`src/rtl/alpha_switch_sequencer.sv`:
```
// HDR/HSNR channel-select sequencer: strobe-aligned switching with dwell and settle windows.
// Optional macro ALPHA_SEQ_HOLD_EN: hold sample_out during settle instead of blanking sample_valid.
module alpha_switch_sequencer #(
    parameter int unsigned DWELL_W        = 8,
    parameter int unsigned SETTLE_SAMPLES = 2,
    parameter int unsigned CNT_W          = 16
) (
    input  logic               CLK_24M,
    input  logic               reset,
    input  logic               sample_strobe,
    input  logic               alpha_req,
    input  logic               force_en,
    input  logic               force_alpha,
    input  logic [DWELL_W-1:0] dwell_min,
    input  logic [10:0]        sample_in,
    output logic               alpha_sel,
    output logic [10:0]        sample_out,
    output logic               sample_valid,
    output logic               switching,
    output logic [CNT_W-1:0]   switch_count
);

    localparam int unsigned SETTLE_W = 4;

    typedef enum logic [1:0] {
        ST_STABLE,
        ST_PENDING,
        ST_SETTLE
    } state_t;

    state_t               state_q, state_d;
    logic                 sel_q, sel_d;
    logic [CNT_W-1:0]     count_q, count_d;
    logic [DWELL_W-1:0]   dwell_q, dwell_d;
    logic [SETTLE_W-1:0]  settle_q, settle_d;
    logic [10:0]          out_q, out_d;
    logic                 valid_q, valid_d;
    logic                 switching_q;

    logic req;
    logic dwell_ok;
    logic do_switch;

    always_comb begin
        state_d   = state_q;
        sel_d     = sel_q;
        count_d   = count_q;
        dwell_d   = dwell_q;
        settle_d  = settle_q;
        out_d     = out_q;
        valid_d   = 1'b0;
        do_switch = 1'b0;

        req      = force_en ? force_alpha : alpha_req;
        dwell_ok = force_en || (dwell_q >= dwell_min);

        case (state_q)
            ST_STABLE: begin
                if ((req != sel_q) && dwell_ok) begin
                    if (sample_strobe) do_switch = 1'b1;
                    else               state_d   = ST_PENDING;
                end else if (sample_strobe && (dwell_q != '1)) begin
                    dwell_d = dwell_q + DWELL_W'(1);
                end
            end
            ST_PENDING: begin
                // A cancelled request keeps the dwell already accumulated.
                if (req == sel_q)       state_d   = ST_STABLE;
                else if (sample_strobe) do_switch = 1'b1;
            end
            ST_SETTLE: begin
                if (sample_strobe) begin
                    if (settle_q == SETTLE_W'(1)) state_d  = ST_STABLE;
                    else                          settle_d = settle_q - SETTLE_W'(1);
                end
            end
            default: state_d = ST_STABLE;
        endcase

        if (do_switch) begin
            sel_d    = ~sel_q;
            count_d  = count_q + CNT_W'(1);
            dwell_d  = '0;
            settle_d = SETTLE_W'(SETTLE_SAMPLES);
            state_d  = ST_SETTLE;
        end

        if (sample_strobe) begin
            if (state_q == ST_SETTLE) begin
`ifdef ALPHA_SEQ_HOLD_EN
                valid_d = 1'b1;
`else
                out_d   = sample_in;
                valid_d = 1'b0;
`endif
            end else begin
                out_d   = sample_in;
                valid_d = 1'b1;
            end
        end
    end

    always_ff @(posedge CLK_24M or posedge reset) begin
        if (reset) begin
            state_q     <= ST_STABLE;
            sel_q       <= 1'b0;
            count_q     <= '0;
            dwell_q     <= '0;
            settle_q    <= '0;
            out_q       <= '0;
            valid_q     <= 1'b0;
            switching_q <= 1'b0;
        end else begin
            state_q     <= state_d;
            sel_q       <= sel_d;
            count_q     <= count_d;
            dwell_q     <= dwell_d;
            settle_q    <= settle_d;
            out_q       <= out_d;
            valid_q     <= valid_d;
            switching_q <= (state_d != ST_STABLE);
        end
    end

    assign alpha_sel    = sel_q;
    assign sample_out   = out_q;
    assign sample_valid = valid_q;
    assign switching    = switching_q;
    assign switch_count = count_q;

endmodule
```
`config.mk`:
```
export PLATFORM = sky130hd
export DESIGN_NAME = alpha_switch_sequencer
export DESIGN_NICKNAME = d
export VERILOG_FILES = /design/src/rtl/alpha_switch_sequencer.sv
export SDC_FILE = /design/constraint.sdc
export NUM_CORES = 1
export LEC_CHECK = 0
export CORE_ASPECT_RATIO = 0.9
export CORE_MARGIN = 2
export CORE_UTILIZATION = 35
export CTS_CLUSTER_DIAMETER = 100
export DETAILED_ROUTE_END_ITERATION = 10
export DONT_BUFFER_PORTS = 1
export PLACE_DENSITY = 0.46
export SLEW_MARGIN = 20
export SYNTH_ARGS = -nofsm -noshare
export SYNTH_HDL_FRONTEND = slang
export SYNTH_SLANG_ARGS = --single-unit
export TNS_END_PERCENT = 5
```
`constraint.sdc`:
```
create_clock -name CLK_24M -period 6.4 [get_ports CLK_24M]
set_clock_uncertainty 0.2 [all_clocks]
set_input_delay 1.28 -clock CLK_24M [delete_from_list [all_inputs] [get_ports CLK_24M]]
set_output_delay 1.28 -clock CLK_24M [all_outputs]
set_load 0.02 [all_outputs]
```
==> results.yml, run 1 <==
yosys:
  synth_warnings: 0
  synth_cells: 210
  synth_ff_type: "dfrtp_1"
  synth_fp_nets: 247
  ys_top_cells_by_count: "44 x dfrtp_1, 19 x nand2_1, 14 x inv_1, 12 x ha_1, 12 x nand3_1"
  ys_ff_latch: 44
  synth_edf_count: 0
  yosysTopAreaCellShare_pct: 48.73
  syn_area_mm2: 0.002260
  yosys-top-cells-area: "dfrtp_1 49%, ha_1 6.6%, mux2_2 5.5%, xor2_1 4.3%, xnor2_1 3.9%"
  yosys.area.top_type: "dfrtp_1"
  ys_seq_area_share_pct: 48.73
  synthDistinctLibCells: 39
  synthArstFlopShare_pct: 100.0
  avgSynthCellArea_um2: 10.76
  yosysMostFrequentCell: "dfrtp_1"
clocking:
  cts.sinks: 44
  post_cts_buffers: 0
  clk_pin_slew_ns: 0.09
  holdBufCountCts: 0
  cts_buffer_depth: 2
  cts_root_buf: "clkbuf_8"
  cts_tree: "yes"
  cts-resized-gates: 0
  numCtsBuffers: 5
  worstSkewPairLatency_ns: 0.29
  h-tree-depth: 2
job:
  cap_violations: 0
worst_setup_path:
  required_ns: 6.36
  worst-r2r-setup-slack_ns: 3.69
  worst_setup_path_end_kind: "flip-flop"
  rr_startpoint: "dwell_q[6]$_DFFE_PP0P_"
  cp_max_fo: 18
  cp-startpoint: "dwell_min[6]"
  cp.arrival_ns: 3.22
  worstSetupPathType: "primary input to flip-flop"
  cp-start-kind: "primary input"
sta:
  rsz0062_at_grt: "no"
  hold_viol_final: 0
  tightest_slew_ns: 1.039
  setup_viol: 0
  clock.fmax_ghz: 0.3064
  min_period_ns: 3.264
  period_share_pct: 51.00
  slew_headroom_pct: 30.44
  tns_ns: 0
  maxSlewViolCount: 0
routing:
  routed_wirelength_mm: 4.547
  via_per_inst: 5.080
  drtPass1Iterations: 4
  drc: 0
  drt_iter0_drc: 96
  avgRoutedWirePerCell_um: 15.11
  ant_nets: 0
  num_vias: 1529
floorplan:
  rows: 27
  pin_count: 55
  core-area_mm2: 0.006182
  dieWidth_um: 88.70
  dieArea_mm2: 0.007116
  die_h_um: 80.23
  start_util_pct: 36.55
place:
  gp_congestion: 0.7457
  numPortBuffers: 0
  hpwl_mm: 3.287
global_routing:
  grt_overflow_total: 0
  grt_usage_pct: 13.62
  antenna_found_initial: 0
  grt_pass1_vias: 1546
  grt_pass1_wl_mm: 7.334
  grt_max_degree: 45
power:
  seqPwrFrac_pct: 51.8
  sw_frac_of_total_pct: 38.31
  p_int_uw: 523.7
  ir_drop_mv: 0.1241
  p_per_area_mw_per_mm2: 350.4
  leakage_nw: 1.113
  clock_power_share_pct: 21.0
  comb_power_share_pct: 27.2
  power.switching_uw: 325.2
final_layout:
  diodes: 0
  drive_gt1_share_pct: 13.08
  nNetsFinal: 250
  final_util_pct: 39.18
  areaGrowthSynthToFinish_pct: 7.198
hold_path:
  hp-start: "dwell_q[4]$_DFFE_PP0P_"
  min_path_type: "flip-flop to flip-flop"
run_status:
  status: "finished, final reports clean"
[per-layer routing]
metal / part of all wire, % / track usage (%) / vias up
li1: - / - / 734
met1: 48 / 18.40 / 732
met2: 44 / 20.07 / 57
met3: 7.3 / 5.139 / 6
met4: 1.3 / 4.242 / 0
met5: 0 / 0 / -
[cells in the final DEF, fill, tap and decap left out, types with 3 or more instances in the layout]
master	Yosys	final
nand3_1	12	12
a21oi_1	8	8
mux2_2	11	11
o31ai_1	4	4
inv_1	14	13
xnor2_1	10	10
xor2_1	11	11
nand4_1	5	5
nor3_1	10	10
ha_1	12	12
clkbuf_8	1	6
mux2i_1	3	3
nor2_1	9	9
o21ai_0	4	4
dfrtp_1	44	44
nand2_1	19	19
[cell type report]
cell class / count / area (µm²)
Clock buffer: 8 / 90.09
Fill cell: 603 / 3760
Inverter: 14 / 52.55
Multi-Input combinational cell: 147 / 1062
Sequential cell: 44 / 1101
Tap cell: 87 / 108.9
Timing Repair Buffer: 1 / 7.507
[state kept, by name, summed over array words and instances (netlist names)]
signal and flops:
switch_count 16, sample_out 11, dwell_q 8, settle_q 4, state_q 2, alpha_sel 1, sample_valid 1, switching 1
[cells by family (layout without fill, tap and decap cells)]
group	Yosys count	count (layout)	share of synthesized area [%]
DFF	44	44	48.73
and+or+nand+nor	76	76	18.44
AOI/OAI and AO/OA	24	24	6.977
buffers and inverters	19	23	4.263
xor gates and xnor gates	21	21	8.139
muxes	14	14	6.811
adders and majority gates	12	12	6.644
[final timing paths]
kind,cells past startpoint,endpoint
max,8,switch_count[15]$_DFFE_PP0N_
min,1,dwell_q[4]$_DFFE_PP0P_
max reg2reg,7,switch_count[15]$_DFFE_PP0N_
min reg2reg,1,dwell_q[4]$_DFFE_PP0P_
max in group asynchronous,2,dwell_q[3]$_DFFE_PP0P_
min in group asynchronous,2,switch_count[3]$_DFFE_PP0N_
[power by group through the flow]
| stage | combinational [mW] | sequential [mW] | clock [mW] |
|---|---|---|---|
| final | 0.231 | 0.440 | 0.178 |
| after global routing | 0.268 | 0.452 | 0.201 |
| after CTS | 0.234 | 0.441 | 0.185 |
| after detailed placement | 0.233 | 0.446 | 0 |
| after global placement | 0.223 | 0.446 | 0 |
| after floorplan | 0.193 | 0.428 | 0 |
[stage by stage]
step / worst slack, ns / hold slack, ns / instances / cell area [µm²] / total power, mW
CTS: 3.164 / 0.3570 / 301 / 2422 / 0.8609
floorplan: 2.989 / 0.2746 / 210 / 2260 / 0.6210
global placement: 2.907 / 0.3314 / 293 / 2332 / 0.6696
finish: 3.136 / 0.3527 / 301 / 2422 / 0.8489
global route: 2.999 / 0.3738 / 301 / 2422 / 0.9209
detailed placement: 2.862 / 0.3371 / 293 / 2332 / 0.6793
[worst max-delay path, cell delays in order]
cell and delay (ns):
inv_1 0.02, ha_1 0.32, a21o_2 0.24, a2111oi_0 0.71, nor4b_2 0.17, nand2_4 0.23
nor4_1 0.10, xor2_1 0.15
(Power assumes the default switching activity.)
==> run 2: changes to the inputs <==
PLACE_DENSITY = 0.48   (was 0.46)
clock period = 2.9 ns   (was 6.4 ns; I/O delays follow)
==> run 2 against run 1 <==
Combinational power up 120%. Flip-flop and latch count is the same. Final area grew 1.3%. Clock-buffer cell count decreased by 2. Power is 130% higher. Critical path depth decreased by 1. Register-to-register slack worse by 3.4 ns. Sequential share of layout area shrank 0.58 points. Utilization is 0.51 points higher. Worst setup slack got worse by 2.9 ns. Critical endpoint is now switch_count[9]$_DFFE_PP0N_. Highest routed layer unchanged.
==> results.yml, run 2 (synthesized netlist as in run 1, its figures left out) <==
final_layout:
  areaGrowthSynthToFinish_pct: 8.582
  largest_register_ffs: 16
  layout_commonest_cell: "dfrtp_1"
  layout_common_cells: "44 x dfrtp_1, 19 x nand2_1, 13 x inv_1"
  fill_cells: 608
  drive_gt1_share_pct: 14.49
  final_util_pct: 39.69
  diodes: 0
  nNetsFinal: 250
global_routing:
  grt_max_degree: 45
  antenna_found_initial: 0
  grt_pass1_vias: 1486
  grt_usage_pct: 13.18
  grt_pass1_wl_mm: 7.141
  grt_overflow_total: 0
clocking:
  clk_pin_slew_ns: 0.09
  worstSkewPairLatency_ns: 0.30
  post_cts_buffers: 0
  holdBufCountCts: 0
  cts_buffer_depth: 2
  cts_root_buf: "clkbuf_8"
  h-tree-depth: 2
  cts.sinks: 44
  numCtsBuffers: 5
  cts_tree: "yes"
  cts-resized-gates: 0
power:
  p_int_mw: 1.247
  ir_drop_mv: 0.2381
  seqPwrFrac_pct: 49.2
  power.switching_uw: 732.5
  clock_power_share_pct: 25.4
  sw_frac_of_total_pct: 37.01
  comb_power_share_pct: 25.4
  leakage_nw: 1.132
  p_per_area_mw_per_mm2: 806.7
  power_mw: 1.979
place:
  hpwl_mm: 3.085
  gp_congestion: 0.8028
  numPortBuffers: 0
routing:
  drc: 0
  routed_wirelength_mm: 4.238
  ant_nets: 0
  via_per_inst: 4.927
  avgRoutedWirePerCell_um: 14.08
  drtPass1Iterations: 4
  drt_iter0_drc: 75
  num_vias: 1483
worst_setup_path:
  cp.arrival_ns: 2.63
  cp_max_fo: 18
  worst_setup_path_end_kind: "flip-flop"
  worstSetupPathType: "flip-flop to flip-flop"
  cp-startpoint: "dwell_q[6]$_DFFE_PP0P_"
  rr_worst_depth: 7
  required_ns: 2.89
  cp-start-kind: "flip-flop"
  rr_startpoint: "dwell_q[6]$_DFFE_PP0P_"
floorplan:
  dieWidth_um: 88.70
  dieArea_mm2: 0.007116
  core-area_mm2: 0.006182
  die_h_um: 80.23
  start_util_pct: 36.55
  pin_count: 55
  rows: 27
sta:
  setup_viol: 0
  tns_ns: 0
  tightest_slew_ns: 0.9080
  slew_headroom_pct: 39.38
  min_period_ns: 2.639
  clock.fmax_ghz: 0.3790
  rsz0062_at_grt: "no"
  hold_viol_final: 0
  maxSlewViolCount: 0
  timing.hold.ws_ns: 0.1383
  period_share_pct: 90.99
hold_path:
  min_path_type: "primary input to async pin"
run_status:
  status: "finished, final reports clean"
job:
  cap_violations: 0
[run 2: changes by cell type in the layout (fill, tap and decap cells not counted), sizes merged]
cell | previous run | this run
clkbuf | 8 | 6
inv | 13 | 14
bufinv | 0 | 1
[run 2: worst max-delay path: stages (launching register included)]
cell and delay (ns):
dfrtp_1 0.44, ha_1 0.34, a21o_2 0.15, a2111oi_0 0.14, nor4b_2 0.42, nand2_4 0.20, or4_4 0.52, xnor2_1 0.13
[run 2: path summary, 6_finish.rpt]
| check | to | slack [ns] |
|---|---|---|
| worst max-delay path | switch_count[9]$_DFFE_PP0N_ | 0.26 |
| worst min-delay path | sample_out[5]$_DFFE_PP0P_ | 0.14 |
| worst max register to register | switch_count[9]$_DFFE_PP0N_ | 0.26 |
| worst min register to register | dwell_q[5]$_DFFE_PP0P_ | 0.33 |
| max in group asynchronous | dwell_q[7]$_DFFE_PP0P_ | 1.78 |
| min in group CLK_24M | state_q[0]$_DFF_PP0_ | 0.14 |
[run 2: power groups by stage]
| stage | sequential (mW) | combinational, mW | clock (mW) |
|---|---|---|---|
| after CTS | 0.978 | 0.510 | 0.521 |
| after global placement | 0.990 | 0.504 | 0 |
| final | 0.973 | 0.503 | 0.503 |
| after global routing | 1.00 | 0.589 | 0.549 |
| after detailed placement | 0.988 | 0.506 | 0 |
| after floorplan | 0.944 | 0.426 | 0 |
[run 2: final cells by class]
type                       instances  area [µm²]  share of cell area [%]
inverter                          14       52.55                   2.142
multi-input combinational        147        1062                   43.29
timing repair buffer               1       7.507                  0.3060
clock inverter                     2       38.79                   1.581
clock buffer                       6       82.58                   3.366
tap                               87       108.9                   4.437
sequential                        44        1101                   44.88
[run 2: metrics by stage]
| step | cells | setup WS, ns | instance area [µm²] |
|---|---|---|---|
| 4_1_cts | 301 | 0.2456 | 2454 |
| 3_5_place_dp | 293 | 0.07162 | 2332 |
| 2_1_floorplan | 210 | 0.1893 | 2260 |
| 6_report | 301 | 0.2612 | 2454 |
| 3_3_place_gp | 293 | 0.1100 | 2332 |
| 5_1_grt | 301 | 0.03855 | 2454 |
[run 2: per-layer routing]
metal	global-route usage, %	routed length [µm]	vias up
li1	-	-	740
met1	17.90	2064	687
met2	19.40	1807	51
met3	5.550	333	5
met4	3.182	31	0
met5	0	0	-
